$ cat config.mk
export PLATFORM = sky130hd
export DESIGN_NAME = ps2_mouse_receiver
export DESIGN_NICKNAME = d
export VERILOG_FILES = /design/src/rtl/ps2_pkg.sv /design/src/rtl/ps2_byte_receiver.sv /design/src/rtl/ps2_mouse_receiver.sv
export SDC_FILE = /design/constraint.sdc
export NUM_CORES = 1
export LEC_CHECK = 0
export CAP_MARGIN = 40
export CORE_ASPECT_RATIO = 1.2
export CORE_MARGIN = 3
export CORE_UTILIZATION = 40
export CTS_CLUSTER_DIAMETER = 50
export DETAILED_ROUTE_END_ITERATION = 10
export HOLD_SLACK_MARGIN = 0.06
export PLACE_DENSITY = 0.66
export SETUP_SLACK_MARGIN = 0.3
export SYNTH_ARGS = -nofsm -noshare
export SYNTH_HDL_FRONTEND = slang
export SYNTH_SLANG_ARGS = --single-unit
$ cat constraint.sdc
create_clock -name clock -period 4.2 [get_ports clock]
set_clock_uncertainty 0.2 [all_clocks]
set_input_delay 1.26 -clock clock [delete_from_list [all_inputs] [get_ports clock]]
set_output_delay 1.26 -clock clock [all_outputs]
set_load 0.01 [all_outputs]
$ cat src/rtl/ps2_pkg.sv
// Shared PS/2 frame and mouse-packet definitions for the pointer receiver.
package ps2_pkg;

  localparam logic START_BIT = 1'b0;
  localparam logic STOP_BIT  = 1'b1;
  localparam int   DATA_BITS = 8;

  localparam int BTN_LEFT = 0;
  localparam int SYNC     = 3;
  localparam int X_SIGN   = 4;
  localparam int X_OVF    = 6;

  typedef enum logic [1:0] {
    ST_IDLE,
    ST_DATA,
    ST_PARITY,
    ST_STOP
  } byte_state_e;

  // Odd parity: data bits plus parity bit must contain an odd number of ones.
  function automatic logic odd_parity_ok(input logic [7:0] data, input logic par);
    return ^{par, data};
  endfunction

endpackage

$ cat src/rtl/ps2_byte_receiver.sv
// Synchronises the PS/2 lines and turns 11-bit frames into bytes, with an
// inactivity timeout that also covers gaps between bytes of a packet.
//
// state     | meaning
// ST_IDLE   | waiting for a start bit
// ST_DATA   | shifting in 8 data bits, LSB first
// ST_PARITY | sampling the odd-parity bit
// ST_STOP   | sampling the stop bit, then emitting byte or error
module ps2_byte_receiver
  import ps2_pkg::*;
#(
  parameter int TIMEOUT_CYCLES = 5000
) (
  input  logic       clock,
  input  logic       reset_,
  input  logic       ps2_clock,
  input  logic       ps2_data,
  input  logic       pkt_busy,
  output logic       byte_valid,
  output logic [7:0] byte_data,
  output logic       byte_error
);

  localparam int TW = $clog2(TIMEOUT_CYCLES + 1);
  localparam logic [TW-1:0] TO_LAST = TW'(TIMEOUT_CYCLES - 1);

  logic clk_meta_q, clk_meta_d, sync_clk_q, sync_clk_d, sync_clk_prev_q, sync_clk_prev_d;
  logic data_meta_q, data_meta_d, sync_data_q, sync_data_d;
  byte_state_e state_q, state_d;
  logic [2:0] bit_cnt_q, bit_cnt_d;
  logic [7:0] shift_q, shift_d;
  logic par_err_q, par_err_d;
  logic [TW-1:0] tmo_q, tmo_d;
  logic byte_valid_q, byte_valid_d;
  logic byte_error_q, byte_error_d;
  logic [7:0] byte_data_q, byte_data_d;
  logic fall, active, expire;

  assign fall   = sync_clk_prev_q & ~sync_clk_q;
  assign active = (state_q != ST_IDLE) || pkt_busy;
  assign expire = !fall && active && (tmo_q == TO_LAST);

  always_comb begin
    clk_meta_d      = ps2_clock;
    sync_clk_d      = clk_meta_q;
    sync_clk_prev_d = sync_clk_q;
    data_meta_d     = ps2_data;
    sync_data_d     = data_meta_q;
    state_d         = state_q;
    bit_cnt_d       = bit_cnt_q;
    shift_d         = shift_q;
    par_err_d       = par_err_q;
    byte_data_d     = byte_data_q;
    byte_valid_d    = 1'b0;
    byte_error_d    = 1'b0;

    if (fall) tmo_d = '0;
    else if (active) tmo_d = tmo_q + TW'(1);
    else tmo_d = '0;

    if (expire) begin
      state_d      = ST_IDLE;
      tmo_d        = '0;
      byte_error_d = 1'b1;
    end else if (fall) begin
      unique case (state_q)
        ST_IDLE: begin
          if (sync_data_q == START_BIT) begin
            state_d   = ST_DATA;
            bit_cnt_d = '0;
          end else begin
            byte_error_d = 1'b1;
          end
        end
        ST_DATA: begin
          shift_d   = {sync_data_q, shift_q[7:1]};
          bit_cnt_d = bit_cnt_q + 3'd1;
          if (bit_cnt_q == 3'(DATA_BITS - 1)) state_d = ST_PARITY;
        end
        ST_PARITY: begin
          par_err_d = !odd_parity_ok(shift_q, sync_data_q);
          state_d   = ST_STOP;
        end
        ST_STOP: begin
          if (sync_data_q == STOP_BIT && !par_err_q) begin
            byte_valid_d = 1'b1;
            byte_data_d  = shift_q;
          end else begin
            byte_error_d = 1'b1;
          end
          state_d = ST_IDLE;
        end
        default: state_d = ST_IDLE;
      endcase
    end
  end

  // Sync flops reset to the idle-high line level so releasing reset cannot fake an edge.
  always_ff @(posedge clock or negedge reset_) begin
    if (!reset_) begin
      clk_meta_q      <= 1'b1;
      sync_clk_q      <= 1'b1;
      sync_clk_prev_q <= 1'b1;
      data_meta_q     <= 1'b1;
      sync_data_q     <= 1'b1;
      state_q         <= ST_IDLE;
      bit_cnt_q       <= '0;
      shift_q         <= '0;
      par_err_q       <= 1'b0;
      tmo_q           <= '0;
      byte_valid_q    <= 1'b0;
      byte_error_q    <= 1'b0;
      byte_data_q     <= '0;
    end else begin
      clk_meta_q      <= clk_meta_d;
      sync_clk_q      <= sync_clk_d;
      sync_clk_prev_q <= sync_clk_prev_d;
      data_meta_q     <= data_meta_d;
      sync_data_q     <= sync_data_d;
      state_q         <= state_d;
      bit_cnt_q       <= bit_cnt_d;
      shift_q         <= shift_d;
      par_err_q       <= par_err_d;
      tmo_q           <= tmo_d;
      byte_valid_q    <= byte_valid_d;
      byte_error_q    <= byte_error_d;
      byte_data_q     <= byte_data_d;
    end
  end

  assign byte_valid = byte_valid_q;
  assign byte_data  = byte_data_q;
  assign byte_error = byte_error_q;

endmodule

$ cat src/rtl/ps2_mouse_receiver.sv
// Assembles 3-byte PS/2 mouse packets and keeps a clamped absolute X position
// plus the left-button state for the pointer consumer.
module ps2_mouse_receiver
  import ps2_pkg::*;
#(
  parameter logic [15:0] X_MAX          = 16'd639,
  parameter logic [15:0] X_RESET        = 16'd0,
  parameter int          TIMEOUT_CYCLES = 5000
) (
  input  logic        clock,
  input  logic        reset_,
  input  logic        ps2_clock,
  input  logic        ps2_data,
  output logic [15:0] mouse_x,
  output logic        mouse_pressed_,
  output logic        packet_valid,
  output logic        frame_error
);

  logic       byte_valid, byte_error;
  logic [7:0] byte_data;

  logic [1:0]  idx_q, idx_d;
  logic        btn_q, btn_d, sign_q, sign_d, ovf_q, ovf_d;
  logic [7:0]  dx_q, dx_d;
  logic [15:0] x_q, x_d;
  logic        btn_n_q, btn_n_d, pv_q, pv_d, fe_q, fe_d;
  logic signed [17:0] delta, sum;

  ps2_byte_receiver #(.TIMEOUT_CYCLES(TIMEOUT_CYCLES)) u_rx (
    .clock      (clock),
    .reset_     (reset_),
    .ps2_clock  (ps2_clock),
    .ps2_data   (ps2_data),
    .pkt_busy   (idx_q != 2'd0),
    .byte_valid (byte_valid),
    .byte_data  (byte_data),
    .byte_error (byte_error)
  );

  // An overflowed X report carries no usable magnitude, so it moves nothing.
  assign delta = ovf_q ? 18'sd0 : $signed({{9{sign_q}}, sign_q, dx_q});
  assign sum   = $signed({2'b00, x_q}) + delta;

  always_comb begin
    idx_d   = idx_q;
    btn_d   = btn_q;
    sign_d  = sign_q;
    ovf_d   = ovf_q;
    dx_d    = dx_q;
    x_d     = x_q;
    btn_n_d = btn_n_q;
    pv_d    = 1'b0;
    fe_d    = 1'b0;

    if (byte_error) begin
      idx_d = 2'd0;
      fe_d  = 1'b1;
    end else if (byte_valid) begin
      unique case (idx_q)
        2'd0: begin
          if (byte_data[SYNC]) begin
            btn_d  = byte_data[BTN_LEFT];
            sign_d = byte_data[X_SIGN];
            ovf_d  = byte_data[X_OVF];
            idx_d  = 2'd1;
          end else begin
            fe_d = 1'b1;
          end
        end
        2'd1: begin
          dx_d  = byte_data;
          idx_d = 2'd2;
        end
        default: begin
          idx_d   = 2'd0;
          pv_d    = 1'b1;
          btn_n_d = ~btn_q;
          if (sum < 18'sd0) x_d = 16'd0;
          else if (sum > $signed({2'b00, X_MAX})) x_d = X_MAX;
          else x_d = sum[15:0];
        end
      endcase
    end
  end

  always_ff @(posedge clock or negedge reset_) begin
    if (!reset_) begin
      idx_q   <= 2'd0;
      btn_q   <= 1'b0;
      sign_q  <= 1'b0;
      ovf_q   <= 1'b0;
      dx_q    <= '0;
      x_q     <= X_RESET;
      btn_n_q <= 1'b1;
      pv_q    <= 1'b0;
      fe_q    <= 1'b0;
    end else begin
      idx_q   <= idx_d;
      btn_q   <= btn_d;
      sign_q  <= sign_d;
      ovf_q   <= ovf_d;
      dx_q    <= dx_d;
      x_q     <= x_d;
      btn_n_q <= btn_n_d;
      pv_q    <= pv_d;
      fe_q    <= fe_d;
    end
  end

  assign mouse_x        = x_q;
  assign mouse_pressed_ = btn_n_q;
  assign packet_valid   = pv_q;
  assign frame_error    = fe_q;

endmodule
==> run metrics <==
drt pass-1 iters 4; Slew @ Worst Pin 0.577 ns; antenna-violating nets left 0; CP Capture Type flip-flop; CTS clock-pin slew for the worst setup and hold paths 0.06 ns; Final Wtd Congestion 0.872; Ys Warns 0; number of global-route vias before repair 2,907; top cells by count, synth dfrtp_1, nand2_1, nor2_1, mux2_2, xnor2_1; top cell type's share of synthesized area 0.418; startpoint types flip-flop; worst reg-to-reg path cell count 13; setup total negative slack 0 ns; Global Route Usage Sum 0.148; Lkg Pwr 2.17 nW; Post-Syn Instances 389; number of synthesized register bits 74; CP Capture Point mouse_x[5]; I/O Pins 23; Crit path required time 4.20 ns; CTS root buffer clkbuf_16; FFs w/ async S/R, synth 1.00; top_reg_cell synth dfrtp_1; # clock sinks 74; crit-path max FO 12; Post-Syn Area 4070 um^2; Die X 98.1 um; postcts setup bufs 0; number of diodes 0; Synth cell types 71; Comb power frac 0.176; CTS H-tree lvls 3; fin crit share 0.844; CTS tree built; CTS hold repair buffers 0; Worst Hold Class reg2reg; fmax 0.282 GHz; core footprint 9710 um^2; largest net degree at the start of global routing 47; # Max-Cap Violations 0; Congestion Overflow GR 0; first-pass GRT wire length 13.7 mm; Cell Chain, Critical Path nor2b_1 > ha_1 > inv_1 > fa_1 > and2b_1 > o31ai_2 > a21oi_2 > mux2i_1 > a211oi_1 > o211ai_1 > a211oi_4 > a21oi_4 > a211o_1; reg-to-reg endpoint mouse_x[5]; die height 117 um; initial antenna violation count 0; sequential-to-total area share from yosys stat 0.457; die area 11,400 um^2; Worst-Skew Late Latency 0.33 ns; placed cells 524; hold slack 0.160 ns; Post-synth EDFFs 0; relative slew slack 0.614; slowest stage delay, CP 0.51 ns; Layout Nets 432; clock power share 0.396; crit path DAT 3.55 ns; 1st-iter DRT viols 84; peak supply drop 0.296 mV; Vias/cell 5.31; share of layout cells above drive strength 1 0.156; post-cts sizing count 0; Crit Path Class reg2reg; top cells by area, synth dfrtp_1, mux2_2, ha_1, nand2_1, dfstp_2; final slew viol count 0; HPWL after DPL 5.85 mm; Clock Path Buffers 2; Pwr Density 448 nW/um^2; cell at the slowest stage of the critical path dfrtp_1; Core Rows 39; Initial Util 0.419; residual DRC count 0; run status finished, final reports clean; vias 2,867; Avg Inst Size Synth 10.5 um^2; WL final 7.96 mm; RSZ-0062 raised after global routing no; final hold vios 0; setup slack, reg-to-reg 0.66 ns; Mapped Nets 409; final setup violation count 0; IO Port Bufs 22; sw power 0.589 mW; switching share of power 0.277; min Tclk post-route 3.54 ns; Avg WL per Cell 14.7 um; Cell Int Power 1.54 mW; TritonCTS Buffers 9; post-route non-filler standard cell count 540; largest area contributor in the netlist dfrtp_1; Flop pwr share 0.428; most numerous cell in the Yosys netlist dfrtp_1; reg2reg start ovf_q; Worst Setup SP ovf_q; area grow syn2layout 16.4%
power by group through the flow:
stage	clock (mW)	combinational, mW	sequential [mW]
after CTS	0.865	0.384	0.912
after detailed placement	0	0.381	0.923
after floorplan	0	0.300	0.898
after global routing	0.894	0.417	0.930
after global placement	0	0.365	0.917
final	0.841	0.374	0.910
metal layers:
metal  vias up  routed length (um)  share of wire  track usage
met4         0                  59         0.0074       0.0369
li1       1414                   -              -            -
met3         6                 226          0.028       0.0370
met5         -                   0              0            0
met1      1400                3600           0.45        0.183
met2        47                4080           0.51        0.261
layout make-up:
type                            count  area (um^2)
Clock inverter                      6         96.3
Multi-Input combinational cell    292         2110
Timing Repair Buffer               23          245
Inverter                           12         45.0
Fill cell                         899         4970
Clock buffer                       10          229
Tap cell                          123          154
Sequential cell                    74         1860
kinds of logic after synthesis:
logic type | synth area share
AO/OA/AOI/OAI | 0.130
XOR/XNOR | 0.0642
adder cells (fa/ha/maj) | 0.0510
buffers and inverters | 0.0249
flip-flops | 0.457
multiplexers | 0.0713
AND/OR/NAND/NOR | 0.202
registers in the layout, indices dropped and copies added (netlist names), 2 cells and up:
signal / cells
mouse_x: 16
u_rx.tmo_q: 13
dx_q: 8
u_rx.byte_data: 8
u_rx.shift_q: 8
u_rx.bit_cnt_q: 3
idx_q: 2
u_rx.state_q: 2
worst max-delay path: cells and delay by family, from the launching register on:
| family | cells | cell delay (ns) |
|---|---|---|
| AOI/OAI and AO/OA | 7 | 1.51 |
| adders and majority gates | 2 | 0.60 |
| buffers and inverters | 1 | 0.06 |
| DFF | 1 | 0.51 |
| muxes | 1 | 0.13 |
| and+or+nand+nor | 2 | 0.41 |
worst min path at each step:
stage                            to              from  depth (start not counted)
3_3_place_gp       u_rx.sync_data_q  u_rx.data_meta_q                          0
5_1_grt            u_rx.sync_data_q  u_rx.data_meta_q                          0
2_1_floorplan  u_rx.sync_clk_prev_d   u_rx.clk_meta_q                          0
6_report       u_rx.sync_clk_prev_d   u_rx.clk_meta_q                          0
4_1_cts            u_rx.sync_data_q  u_rx.data_meta_q                          0
3_5_place_dp   u_rx.sync_clk_prev_d   u_rx.clk_meta_q                          0
cell usage in the layout, fill, tap and decap left out, types with 6 or more instances in the layout:
cell / count
dfrtp_1: 68
nand2_1: 48
nor2_1: 32
clkdlybuf4s50_1: 21
mux2_2: 20
xnor2_1: 16
ha_1: 15
nand3_1: 14
xor2_1: 12
inv_1: 11
nor2b_1: 11
a21oi_1: 11
nand2b_1: 9
o21ai_0: 9
clkbuf_16: 9
and3_1: 6
dfstp_2: 6
per-stage QoR:
stage	utilization	setup WS [ns]	power, mW	instance area (um^2)
floorplan	-	0.968	1.20	4070
global placement	0.452	0.795	1.28	4390
detailed placement	0.454	0.663	1.30	4410
CTS	0.488	0.652	2.16	4740
global route	0.488	0.365	2.24	4740
finish	0.488	0.657	2.12	4740
(Power assumes the default switching activity.)
==> RTL change: new RTL, same settings <==
Register the output `frame_error` once more, with the module's reset; this adds one clock of latency there. The other outputs are not delayed to match.
--- a/src/rtl/ps2_mouse_receiver.sv
+++ b/src/rtl/ps2_mouse_receiver.sv
@@ -112,5 +112,11 @@
   assign mouse_pressed_ = btn_n_q;
   assign packet_valid   = pv_q;
-  assign frame_error    = fe_q;
+  always_ff @(posedge clock or negedge reset_) begin
+    if (!reset_) begin
+      frame_error <= '0;
+    end else begin
+      frame_error <= fe_q;
+    end
+  end
 
 endmodule
Check against the original RTL: not equivalent (Yosys sat finds a counterexample within 10 cycles, from zero or initial values and one cycle with reset_ low).
==> RTL change against the unedited design <==
- core utilization about the same
- setup slack better by 0.031 ns
- critical endpoint is now mouse_x[1]$_DFFE_PN0P_
- total power up 0.21%
- wire length down 1.0%
- sequential cell count up 1
- final area up 0.53%
- sequential power up 1%
- synthesized cell count up 0.26%
- sequential share of layout area up 0.32 points
- first-iteration DRC count down 7.1%
- global-route usage about the same
- synthesized area up 0.61%
==> RTL change: results <==
set metrics [dict create \
    grt_max_degree 50 \
    dr.first_iter.drc_count 78 \
    place_ws_ns 0.700 \
    synth_area_leaders "dfrtp_1 (42%), mux2_2 (5.5%), ha_1 (4.6%)" \
    holdWs_ns 0.154 \
    cts_made_buffers 9 \
    fin_ws_ns 0.688 \
    status "completed" \
    antenna_found_initial 0 \
    grt_use_total 0.148 \
    endpoint "mouse_x[1]$_DFFE_PN0P_" \
    routabilityCongestion 0.872 \
    fin_util 0.488 \
    yosysSeqAreaShare 0.460 \
    dr.pass1.iters 4 \
    p_leak_nw 2.19 \
    grt_first_pass_wirelength_mm 13.8 \
    wire_per_inst_um 14.6 \
    via_per_inst 5.35 \
    dpl_cell_area_um2 4440 \
    fillers 904 \
    dpl.hpwl_mm 5.70 \
    rr_worst_depth 13 \
    clk_latency_ns 0.33 \
    drive_gt1_frac 0.156 \
    fin_cells 541 \
    clk_pin_slew_ns 0.06 \
    rr_startpoint "ovf_q$_DFFE_PN0P_" \
    slowest_stage "dfrtp_1" \
    dp_cells 525 \
    grt_pass1_vias 2873 \
    holdCritPathClass "reg2reg" \
    io_buffer_count 22 \
    crit_path_max_fanout 12 \
    crit_path_max_incr_delay_ns 0.50 \
    syn-num-nets 410 \
    syn_inst 390 \
    max_slew.worst_pin.slew_ns 0.602 \
    cts_buffer_depth 2 \
    ys_top_cells_by_count "dfrtp_1 (69), nand2_1 (48), nor2_1 (32)" \
    post_cts_buffers 0 \
    vdd_drop_max_uv 353 \
    ctsHoldBuffers 0 \
    tns_ns 0 \
    fin_nets 433 \
]
-- RTL change: changes by cell type after synthesis --
cell     unedited run  this run
dfrtp_1            68        69
-- RTL change: final cells by class --
cell class,instances,area share
repair buffers,23,0.0515
clock inverters,6,0.0202
multi-input cells,292,0.443
inverters,12,0.00946
well taps,123,0.0323
clock buffers,10,0.0481
flip-flops and latches,75,0.396
-- RTL change: layer usage --
metal / vias up / global-route usage / wire, um / share of wire
met5: - / 0 / 0 / 0
met4: 0 / 0.0464 / 95 / 0.012
met3: 12 / 0.0302 / 271 / 0.034
met2: 60 / 0.259 / 3940 / 0.50
met1: 1406 / 0.186 / 3580 / 0.45
li1: 1416 / - / - / -
-- RTL change: kinds of logic (layout without fill, tap and decap cells) --
kind of cell,count (synthesis),count (layout),synth area share
and+or+nand+nor,158,158,0.201
DFF,75,75,0.460
AOI/OAI and AO/OA,63,63,0.129
xor gates and xnor gates,29,29,0.0639
muxes,26,26,0.0709
buffers and inverters,23,51,0.0247
adders and majority gates,16,16,0.0507
-- RTL change: worst min-delay path by stage --
stage                                     from                              to  cells after the start
floorplan                       fe_q$_DFF_PN0_           frame_error$_DFF_PN0_                      0
global placement                fe_q$_DFF_PN0_           frame_error$_DFF_PN0_                      0
detailed placement              fe_q$_DFF_PN0_           frame_error$_DFF_PN0_                      0
CTS                  u_rx.clk_meta_q$_DFF_PN1_  u_rx.sync_clk_prev_d$_DFF_PN1_                      0
global route        u_rx.data_meta_q$_DFF_PN1_      u_rx.sync_data_q$_DFF_PN1_                      0
finish                          fe_q$_DFF_PN0_           frame_error$_DFF_PN0_                      0
-- RTL change: where the power goes --
part / switching [mW] / leakage, nW / internal (mW)
clock: 0.308 / 0.155 / 0.528
combinational: 0.182 / 1.03 / 0.189
sequential: 0.0927 / 1.00 / 0.829
total: 0.583 / 2.19 / 1.55
